`src/rtl/keypad_scanner.sv`:
```
// keypad_scanner: row-scanning front end for a 4x3 matrix keypad.
// Drives one keypad row at a time. Samples the column returns at the end of
// each row dwell and assembles a 12-bit sweep frame. A frame is accepted only
// after DEBOUNCE_SCANS identical sweeps. The accepted frame is then reduced
// to a single held key with one press strobe per key.
module keypad_scanner #(
  parameter int SCAN_DIV       = 500000,
  parameter int DEBOUNCE_SCANS = 3
) (
  input  logic       clk,
  input  logic       initialize,
  input  logic [2:0] col_raw,
  output logic [3:0] scan_row,
  output logic       row1,
  output logic       row2,
  output logic       row3,
  output logic       row4,
  output logic       col1,
  output logic       col2,
  output logic       col3,
  output logic [3:0] key_code,
  output logic       key_valid
);

  localparam int            DW         = (SCAN_DIV > 1) ? $clog2(SCAN_DIV) : 1;
  localparam logic [DW-1:0] DWELL_LAST = DW'(SCAN_DIV - 1);
  localparam logic [3:0]    DEB_MAX    = 4'(DEBOUNCE_SCANS);

  typedef enum logic {IDLE, PRESSED} state_t;

  // Maps a single-key frame (bit = row*3 + col) to the safe's key code.
  function automatic logic [3:0] encode_key(input logic [11:0] f);
    logic [3:0] code;
    case (f)
      12'h001: code = 4'd1;
      12'h002: code = 4'd2;
      12'h004: code = 4'd3;
      12'h008: code = 4'd4;
      12'h010: code = 4'd5;
      12'h020: code = 4'd6;
      12'h040: code = 4'd7;
      12'h080: code = 4'd8;
      12'h100: code = 4'd9;
      12'h200: code = 4'hA;
      12'h400: code = 4'h0;
      12'h800: code = 4'hB;
      default: code = 4'h0;
    endcase
    return code;
  endfunction

  // True when exactly one bit of the frame is set.
  function automatic logic is_single_key(input logic [11:0] f);
    return (f != 12'h000) && ((f & (f - 12'h001)) == 12'h000);
  endfunction

  logic [2:0]    col_s_p0;
  logic [2:0]    col_s;
  logic [DW-1:0] dwell_cnt;
  logic          tick;
  logic          sweep_end;
  logic [11:0]   frame_p1;
  logic [11:0]   frame_next;
  logic [11:0]   last_frame;
  logic [3:0]    match_cnt;
  logic [3:0]    match_cnt_next;
  logic [11:0]   deb_frame;
  logic          key_ok;
  logic [3:0]    hit_row;
  logic [2:0]    hit_col;
  logic [3:0]    held_row;
  logic [2:0]    held_col;
  state_t        state;

  // ---- stage p0: two-flop synchronizer for the asynchronous column returns
  always_ff @(posedge clk) begin
    if (initialize) begin
      col_s_p0 <= 3'b000;
      col_s    <= 3'b000;
    end else begin
      col_s_p0 <= col_raw;
      col_s    <= col_s_p0;
    end
  end

  // Dwell counter: one tick at the last cycle of every row dwell.
  always_ff @(posedge clk) begin
    if (initialize) begin
      dwell_cnt <= '0;
    end else if (tick) begin
      dwell_cnt <= '0;
    end else begin
      dwell_cnt <= dwell_cnt + 1'b1;
    end
  end

  assign tick      = (dwell_cnt == DWELL_LAST);
  assign sweep_end = tick && scan_row[3];

  // Row drive rotates row1 -> row4 -> row1 after each dwell has been sampled.
  always_ff @(posedge clk) begin
    if (initialize) begin
      scan_row <= 4'b0001;
    end else if (tick) begin
      scan_row <= {scan_row[2:0], scan_row[3]};
    end
  end

  // ---- stage p1: sweep frame assembly, one 3-bit slice per driven row
  // The frame with the current row's slice merged in. At sweep end this is
  // the complete frame, including the row4 slice sampled on that edge.
  always_comb begin
    frame_next = frame_p1;
    for (int r = 0; r < 4; r++) begin
      if (scan_row[r]) begin
        frame_next[r*3 +: 3] = col_s;
      end
    end
  end

  // Stores the sampled columns of the current row at the end of its dwell.
  always_ff @(posedge clk) begin
    if (initialize) begin
      frame_p1 <= 12'h000;
    end else if (tick) begin
      frame_p1 <= frame_next;
    end
  end

  // ---- stage p2: sweep-to-sweep debounce
  // Identical sweeps count up and saturate; any differing bit restarts at 1.
  always_comb begin
    if (frame_next != last_frame) begin
      match_cnt_next = 4'd1;
    end else if (match_cnt >= DEB_MAX) begin
      match_cnt_next = DEB_MAX;
    end else begin
      match_cnt_next = match_cnt + 4'd1;
    end
  end

  // Compares each completed sweep with the previous one and promotes it once stable.
  always_ff @(posedge clk) begin
    if (initialize) begin
      last_frame <= 12'h000;
      match_cnt  <= 4'd0;
      deb_frame  <= 12'h000;
    end else if (sweep_end) begin
      last_frame <= frame_next;
      match_cnt  <= match_cnt_next;
      if (match_cnt_next == DEB_MAX) begin
        deb_frame <= frame_next;
      end
    end
  end

  // Key qualification: ghosts and multi-presses (two or more bits) are not keys.
  always_comb begin
    key_ok = is_single_key(deb_frame);
    for (int r = 0; r < 4; r++) begin
      hit_row[r] = |deb_frame[r*3 +: 3];
    end
    for (int c = 0; c < 3; c++) begin
      hit_col[c] = deb_frame[c] | deb_frame[3 + c] | deb_frame[6 + c] | deb_frame[9 + c];
    end
  end

  // ---- stage p3: press/release FSM with registered key outputs
  // Reports a key once per press and holds it until a debounced full release.
  always_ff @(posedge clk) begin
    if (initialize) begin
      state     <= IDLE;
      held_row  <= 4'b0000;
      held_col  <= 3'b000;
      key_code  <= 4'h0;
      key_valid <= 1'b0;
    end else begin
      key_valid <= 1'b0;
      case (state)
        IDLE: begin
          if (key_ok) begin
            state     <= PRESSED;
            key_code  <= encode_key(deb_frame);
            held_row  <= hit_row;
            held_col  <= hit_col;
            key_valid <= 1'b1;
          end
        end
        PRESSED: begin
          if (deb_frame == 12'h000) begin
            state    <= IDLE;
            held_row <= 4'b0000;
            held_col <= 3'b000;
          end
        end
        default: begin
          state <= IDLE;
        end
      endcase
    end
  end

  assign row1 = held_row[0];
  assign row2 = held_row[1];
  assign row3 = held_row[2];
  assign row4 = held_row[3];
  assign col1 = held_col[0];
  assign col2 = held_col[1];
  assign col3 = held_col[2];

endmodule

```
`config.mk`:
```
export PLATFORM = sky130hd
export DESIGN_NAME = keypad_scanner
export DESIGN_NICKNAME = d
export VERILOG_FILES = /design/src/rtl/keypad_scanner.sv
export SDC_FILE = /design/constraint.sdc
export NUM_CORES = 1
export LEC_CHECK = 0
export ABC_CLOCK_PERIOD_IN_PS = 2200
export CORE_UTILIZATION = 45
export DETAILED_ROUTE_END_ITERATION = 7
export GPL_ROUTABILITY_DRIVEN = 0
export PLACE_DENSITY = 0.69
export SLEW_MARGIN = 25
export SYNTH_ARGS = -nofsm -noshare
export SYNTH_HDL_FRONTEND = slang
export SYNTH_SLANG_ARGS = --single-unit
export TNS_END_PERCENT = 50
```
`constraint.sdc`:
```
create_clock -name clk -period 2.2 [get_ports clk]
set_clock_uncertainty 0.05 [all_clocks]
set_input_delay 0.22 -clock clk [delete_from_list [all_inputs] [get_ports clk]]
set_output_delay 0.22 -clock clk [all_outputs]
set_load 0.02 [all_outputs]
```
# Word-level counts from Yosys, hierarchy flattened
# Cells that the tools add are included.
# op_classes
n_addsub,3
magnitude_cmp,1
n_eq_ne,16
n_mux,16
bitwise,11
n_reduce_logical,14
# op_table
op,n
$pmux W4 S11,1
$logic_not A12 Y1,2
$add A19 B1 Y19 const B,1
$eq A19 B19 Y1 const B,1
$mux W3,6
$mux W4,4
$and A12 B12 Y12,1
$eq A12 B1 Y1 const B,1
$eq A12 B10 Y1 const B,1
$eq A12 B12 Y1 const B,1
$eq A12 B2 Y1 const B,1
$eq A12 B3 Y1 const B,1
$eq A12 B4 Y1 const B,1
$eq A12 B5 Y1 const B,1
$eq A12 B6 Y1 const B,1
$eq A12 B7 Y1 const B,1
$eq A12 B8 Y1 const B,1
$eq A12 B9 Y1 const B,1
$ne A12 B12 Y1,1
$reduce_bool A12 Y1,1
$reduce_or A3 Y1,4
$sub A12 B1 Y12 const B,1
$or A1 B1 Y1,9
$pmux W4 S2,1
12 further kinds,17
# word_totals
ff_bits,82
input_bits,5
out_inout_bits,16
word_cells,74

# Depth between registers and ports, before layout
# Gate-level depths: netlist of the first run.
# logic_depth
ltp_word,6
depth_mapped,8
ltp_nobuf,6

# Worst setup path after synthesis of the first run
# OpenSTA, ideal clock, no wires.
# synth_timing
kind,register -> register
startpoint,reg scan_row[0]
endpoint,reg deb_frame[8]
setup_ps,138
t_arrival_ps,1968
required_time_ps,2012
slack_ps,44
path_stages_with_launch,8
n_path_buf,2
period_less_slack_ps,2156
path_cell_list,dfxtp_1 > clkbuf_1 > mux2i_1 > xnor2_1 > nor4_2 > and4_1 > buf_2 > a211oi_1
# synth_via
elab_chain_len,5
# synth_lines
item,line,text
start: declaration,13,"output logic [3:0] scan_row,"
start signal: assignment,105,"scan_row <= {scan_row[2:0], scan_row[3]};"
$mux W3,115,if (scan_row[r]) begin
$ne A12 B12 Y1,133,if (frame_next != last_frame) begin
$mux W4,133,
$eq A4 B2 Y1,151,if (match_cnt_next == DEB_MAX) begin
$reduce_and A2 Y1 (no source line),n/a,
end signal: assignment,152,deb_frame <= frame_next;
end: declaration,67,logic [11:0] deb_frame;
# No other way between the ends.
# A chain may end at the register's enable or synchronous reset.

# Worst setup path after layout of the first run
# layout_timing
startpoint,reg deb_frame[0]
endpoint,reg key_code[1]
# layout_via
elab_chain_len,5
elab_cells_between_ends,18
classes_between,add/sub (1); eq/ne (11); mux (1); bitwise (1); reduce/logical (4)
# layout_lines
item,line,text
$sub A12 B1 Y12,54,return (f != 12'h000) && ((f & (f - 12'h001)) == 12'h000);
$and A12 B12 Y12,54,
$logic_not A12 Y1,54,
$logic_and A1 B1 Y1,54,
$reduce_and A2 Y1 (no source line),n/a,
end signal: assignment,183,key_code <= encode_key(deb_frame);
end: declaration,21,"output logic [3:0] key_code,"
# Several ways; a longest one is shown, not always the timed one.

==> impl_metrics.tcl, run 1 <==
set metrics [dict create \
    synth_edf_count 0 \
    register_area_sq_mm 0.00164 \
    ir_drop_mv 0.395 \
    synth_flop_cell "dfxtp_1" \
    hpwl_um 6440 \
    finish.net_count 491 \
    yosysTopAreaCell "dfxtp_1" \
    placed_area_sq_mm 0.00446 \
    routed_wl_um 8900 \
    ctsHoldBuffers 0 \
    ys_seq_elements 82 \
    maxCapViolCount 0 \
    vias_per_cell 5.62 \
    cts_sinks 82 \
    postSynthCellCount 443 \
    finalNonFillerCells 594 \
    cts_tree "yes" \
    vias 3336 \
    critPathCaptureType "register" \
    numCtsBuffers 9 \
    ios 21 \
    synthMuxAreaShare 0.0632 \
    core_sq_mm 0.00838 \
    root_buffer "clkbuf_8" \
    outcome "finished, final reports clean" \
    synth-xor-area-share 0.0751 \
    worstHoldStart "initialize" \
    area_growth_pct 17.8 \
    critPathRequiredTime_ns 2.39 \
    first_pass_iters 4 \
    slew_viol_final 0 \
    period_share 0.988 \
    syn_nets 450 \
    grt_pass1_vias 3101 \
    min_period_ns 2.17 \
    synth_cell_types 58 \
    max-clock-path-buffers 2 \
    synth_top_family_by_area "simple AND/OR/NAND/NOR gates" \
    wl_per_cell_um 15.0 \
    antenna_found_initial 0 \
    holdWs_ns 0.127 \
    clk_latency_ns 0.34 \
    hold_class "in2reg" \
    fill_cells 783 \
    power.leakage_uw 0.00171 \
    startpoint "deb_frame[0]" \
    synth_top_area_frac 0.414 \
    final_area_sq_mm 0.00467 \
    crit_fanout 6 \
    post-place-ws_ns 0.0460 \
    ctsResizeCount 0 \
    die-area_sq_mm 0.00919 \
    synthTopCellsByArea "dfxtp_1, mux2i_1, xnor2_1" \
    post_cts.repair.setup_buffers 0 \
    antenna_left 0 \
    power_uw 2630 \
    die_h_um 95.8 \
    p_per_area_mw_per_mm2 564 \
    placed_cells 578 \
    syn_avg_cell_area_sq_um 8.94 \
    hold_viol_final 0 \
    synth_compound_area_frac 0.145 \
    synthAdderAreaFrac 0.0114 \
    relSlewSlack 0.565 \
    worstPathArrival_ns 2.36 \
    die_w_um 95.8 \
    drt_iter0_markers 187 \
    grt_pass1_wl_um 14500 \
    async_reset_ff_frac 0 \
    clkTransAtPathRegs_ns 0.09 \
    path_class "reg2reg" \
    multi_input_area_sq_mm 0.00213 \
    portBuffers 20 \
    regToRegStartpoint "deb_frame[0]" \
    yosys.area_share.simple 0.239 \
    initial_core_util 0.473 \
    rsz0062_at_grt "yes" \
    setup_viol 0 \
    grt_usage 0.206 \
    max_freq_ghz 0.460 \
    synth-seq-area-share 0.414 \
    synth_area_sq_mm 0.00396 \
    tightestPinTransition_ns 0.644 \
    yosys_warnings 0 \
    grt.overflow.total 0 \
    num_rows 33 \
    worst_slack_ns 0.0270 \
    cp-start-kind "register" \
    route.detailed.drc 0 \
    drive_gt1_frac 0.176 \
    diodes 0 \
    h-tree-depth 3 \
    grt_max_degree 44 \
]
[power by group]
| part | internal, uW | switching, uW |
|---|---|---|
| sequential | 1490 | 10.2 |
| clock | 522 | 534 |
| combinational | 26.5 | 48.6 |
[worst max-delay path, cell delays in order, from the launching register on]
cell and delay (ns):
dfxtp_1 0.37, or4_1 0.59, o22ai_1 0.16, nor4b_2 0.35, buf_4 0.19, a31oi_1 0.08
a311oi_1 0.28
[per-stage QoR]
step | setup TNS [ns] | utilization
finish | 0 | 0.557
global route | -0.00332 | 0.557
CTS | 0 | 0.554
detailed placement | 0 | 0.532
global placement | 0 | 0.532
floorplan | 0 | -
[flip-flops by register name, summed over array words and instances (netlist names), 4 cells and up]
signal      flops
frame_p1       12
last_frame     12
dwell_cnt      19
match_cnt       4
scan_row        4
deb_frame      12
held_row        4
key_code        4
[Yosys cell counts, drive strengths merged (7+ instances only)]
cell     n
nor2    45
o21ai    8
a41oi   14
a211oi  12
a21oi   21
xnor2   24
nor3    13
nor4     9
xor2    10
clkbuf  15
nand3   16
dfxtp   82
and3     7
nand2   45
mux2i   25
buf     20
[kinds of logic (layout without fill, tap and decap cells)]
family,count (synthesis),count (layout)
AOI/OAI and AO/OA,79,79
xor gates and xnor gates,34,34
adders and majority gates,4,4
buffers and inverters,42,88
DFF,82,82
muxes,25,25
and+or+nand+nor,177,177
[placed cells by master (no fill, tap or decap), types with 14 or more instances in the layout]
cell             count
dfxtp_1             80
nor2_1              45
buf_4               44
nand2_1             43
xnor2_1             24
mux2i_1             23
a21oi_1             21
clkdlybuf4s50_1     19
nand3_1             14
a41oi_1             14
[layout make-up]
type,count,share of cell area
Clock buffer,11,0.0282
Clock inverter,5,0.0118
Inverter,7,0.00563
Multi-Input combinational cell,319,0.457
Sequential cell,82,0.352
Tap cell,105,0.0282
Timing Repair Buffer,65,0.117
[layer usage]
layer,GRT usage,up-vias,share of wire
li1,-,1654,-
met1,0.276,1594,0.47
met2,0.327,75,0.48
met3,0.0340,13,0.036
met4,0.0858,0,0.014
met5,0,-,0
[final timing paths]
check	cells past startpoint	end	slack (ns)
setup / recovery	6	key_code[1]	0.03
hold reg to reg	1	col_s[2]	0.40
setup reg to reg	6	key_code[1]	0.03
hold / removal	2	key_valid	0.13
(Power assumes the default switching activity.)
==> inputs of run 2 (changes only) <==
--- a/config.mk
+++ b/config.mk
@@ -14,4 +14,4 @@
 export SYNTH_ARGS = -nofsm -noshare
 export SYNTH_HDL_FRONTEND = slang
 export SYNTH_SLANG_ARGS = --single-unit
-export TNS_END_PERCENT = 50
+export TNS_END_PERCENT = 30
==> results of run 2 <==
No change in the layout: final DEF, timing and power equal those of run 1.
==> inputs of run 3 (changes only) <==
--- a/config.mk
+++ b/config.mk
@@ -6,10 +6,10 @@
 export NUM_CORES = 1
 export LEC_CHECK = 0
 export ABC_CLOCK_PERIOD_IN_PS = 2200
-export CORE_UTILIZATION = 45
+export CORE_UTILIZATION = 54
 export DETAILED_ROUTE_END_ITERATION = 7
 export GPL_ROUTABILITY_DRIVEN = 0
-export PLACE_DENSITY = 0.69
+export PLACE_DENSITY = 0.8
 export SLEW_MARGIN = 25
 export SYNTH_ARGS = -nofsm -noshare
 export SYNTH_HDL_FRONTEND = slang
==> run 3 against run 2 <==
- clock power increased by 14%
- combinational power is 2% lower
- critical path depth is the same
==> impl_metrics.tcl, run 3 (synthesis results as in run 1) <==
set metrics [dict create \
    maxCapViolCount 0 \
    rsz0062_at_grt "yes" \
    grt_pass1_wl_um 15000 \
    clk_latency_ns 0.36 \
    wl_per_cell_um 15.8 \
    register_area_sq_mm 0.00165 \
    outcome "finished, final reports clean" \
    power_uw 2780 \
    slew_viol_final 0 \
    clkTransAtPathRegs_ns 0.08 \
    vias_per_cell 5.84 \
    core_sq_mm 0.00694 \
    antenna_found_initial 1 \
    num_rows 30 \
    die_w_um 87.7 \
    setup_viol 0 \
    antenna_left 0 \
    drt_iter0_markers 217 \
    hpwl_um 6280 \
    worstPathArrival_ns 2.36 \
    routed_wl_um 9160 \
    root_buffer "clkbuf_8" \
    crit_chain "or4b_4 -> nor3_2 -> and4_1 -> buf_4 -> a41oi_1 -> a211oi_1" \
    critPathCaptureType "register" \
    period_share 0.982 \
    grt_pass1_vias 3205 \
    h-tree-depth 3 \
    critPathTopFamily "simple AND/OR/NAND/NOR gates" \
    slowest_stage "or4b_4" \
    first_pass_iters 5 \
    fill_cells 554 \
    final_common_cell "dfxtp_1" \
    cts_sinks 82 \
    die_h_um 87.7 \
    grt.overflow.total 0 \
    p_per_area_mw_per_mm2 589 \
    seqPwrFrac 0.540 \
    finish.net_count 488 \
    ios 21 \
    route.detailed.drc 0 \
    tightestPinTransition_ns 0.602 \
    grt_max_degree 44 \
    cp-start-kind "register" \
    min_period_ns 2.16 \
    ir_drop_mv 0.422 \
    portBuffers 20 \
    max_freq_ghz 0.463 \
    post-place-ws_ns 0.0419 \
    die-area_sq_mm 0.00768 \
    power.leakage_uw 0.00173 \
    crit_fanout 6 \
    drive_gt1_frac 0.188 \
    placed_area_sq_mm 0.00444 \
    swShare 0.215 \
    holdWs_ns 0.122 \
    numCtsBuffers 9 \
    max-clock-path-buffers 2 \
    p_int_uw 2180 \
    top_register "dwell_cnt" \
    path_class "reg2reg" \
    relSlewSlack 0.593 \
    post_cts.repair.setup_buffers 0 \
    fin_tns_setup_ns 0 \
    critPathBufInv 1 \
    final_area_sq_mm 0.00472 \
    hold_viol_final 0 \
    pwr-share-clk 0.433 \
    hold_class "in2reg" \
    diodes 0 \
    vias 3395 \
    grt_usage 0.252 \
    cts_tree "yes" \
    multi_input_area_sq_mm 0.00218 \
    critPathRequiredTime_ns 2.40 \
    final_cell_mix "dfxtp_1, nor2_1, nand2_1" \
    slowest_delay_ns 0.57 \
    area_growth_pct 19.2 \
    pwr-share-comb 0.026 \
    initial_core_util 0.571 \
    worst_slack_ns 0.0406 \
    p_switching_uw 599 \
    largest_register_ffs 19 \
]
run 3: worst paths after layout:
check	startpoint	endpoint	slack [ns]	cells after the start
worst max register to register	dwell_cnt[6]	deb_frame[5]	0.04	6
worst min register to register	col_s_p0[1]	col_s[1]	0.40	1
worst min-delay path	initialize	state	0.12	2
worst max-delay path	dwell_cnt[6]	deb_frame[5]	0.04	6
run 3: layer usage:
metal	up-vias	global-route usage	wire, um
li1	1653	-	-
met2	107	0.430	4520
met4	2	0.0939	291
met5	-	0	13
met1	1595	0.306	3920
met3	38	0.0631	419
run 3: final cells by class:
cell class / count / area share
Tap cell: 96 / 0.0254
Inverter: 7 / 0.00556
Sequential cell: 82 / 0.348
Clock buffer: 11 / 0.0299
Multi-Input combinational cell: 319 / 0.461
Clock inverter: 4 / 0.0162
Timing Repair Buffer: 62 / 0.113
run 3: per-stage QoR:
step	instances	util
finish	581	0.680
CTS	581	0.671
detailed placement	566	0.639
global placement	566	0.639
floorplan	443	-
global route	581	0.680
run 3: timing repair:
action                                  CTS  global route
hold buffers                              0             0
gates resized for setup                   0            16
pin swaps                                 1             0
endpoints found under the setup margin    2            25
run 3: power groups by stage:
| stage | Clock (uW) | Sequential, uW | Combinational (uW) |
|---|---|---|---|
| finish | 1210 | 1500 | 73.2 |
| detailed placement | 0 | 1540 | 70.6 |
| global route | 1280 | 1510 | 79.3 |
| CTS | 1230 | 1500 | 72.1 |
| floorplan | 0 | 1530 | 53.5 |
| global placement | 0 | 1540 | 69.7 |
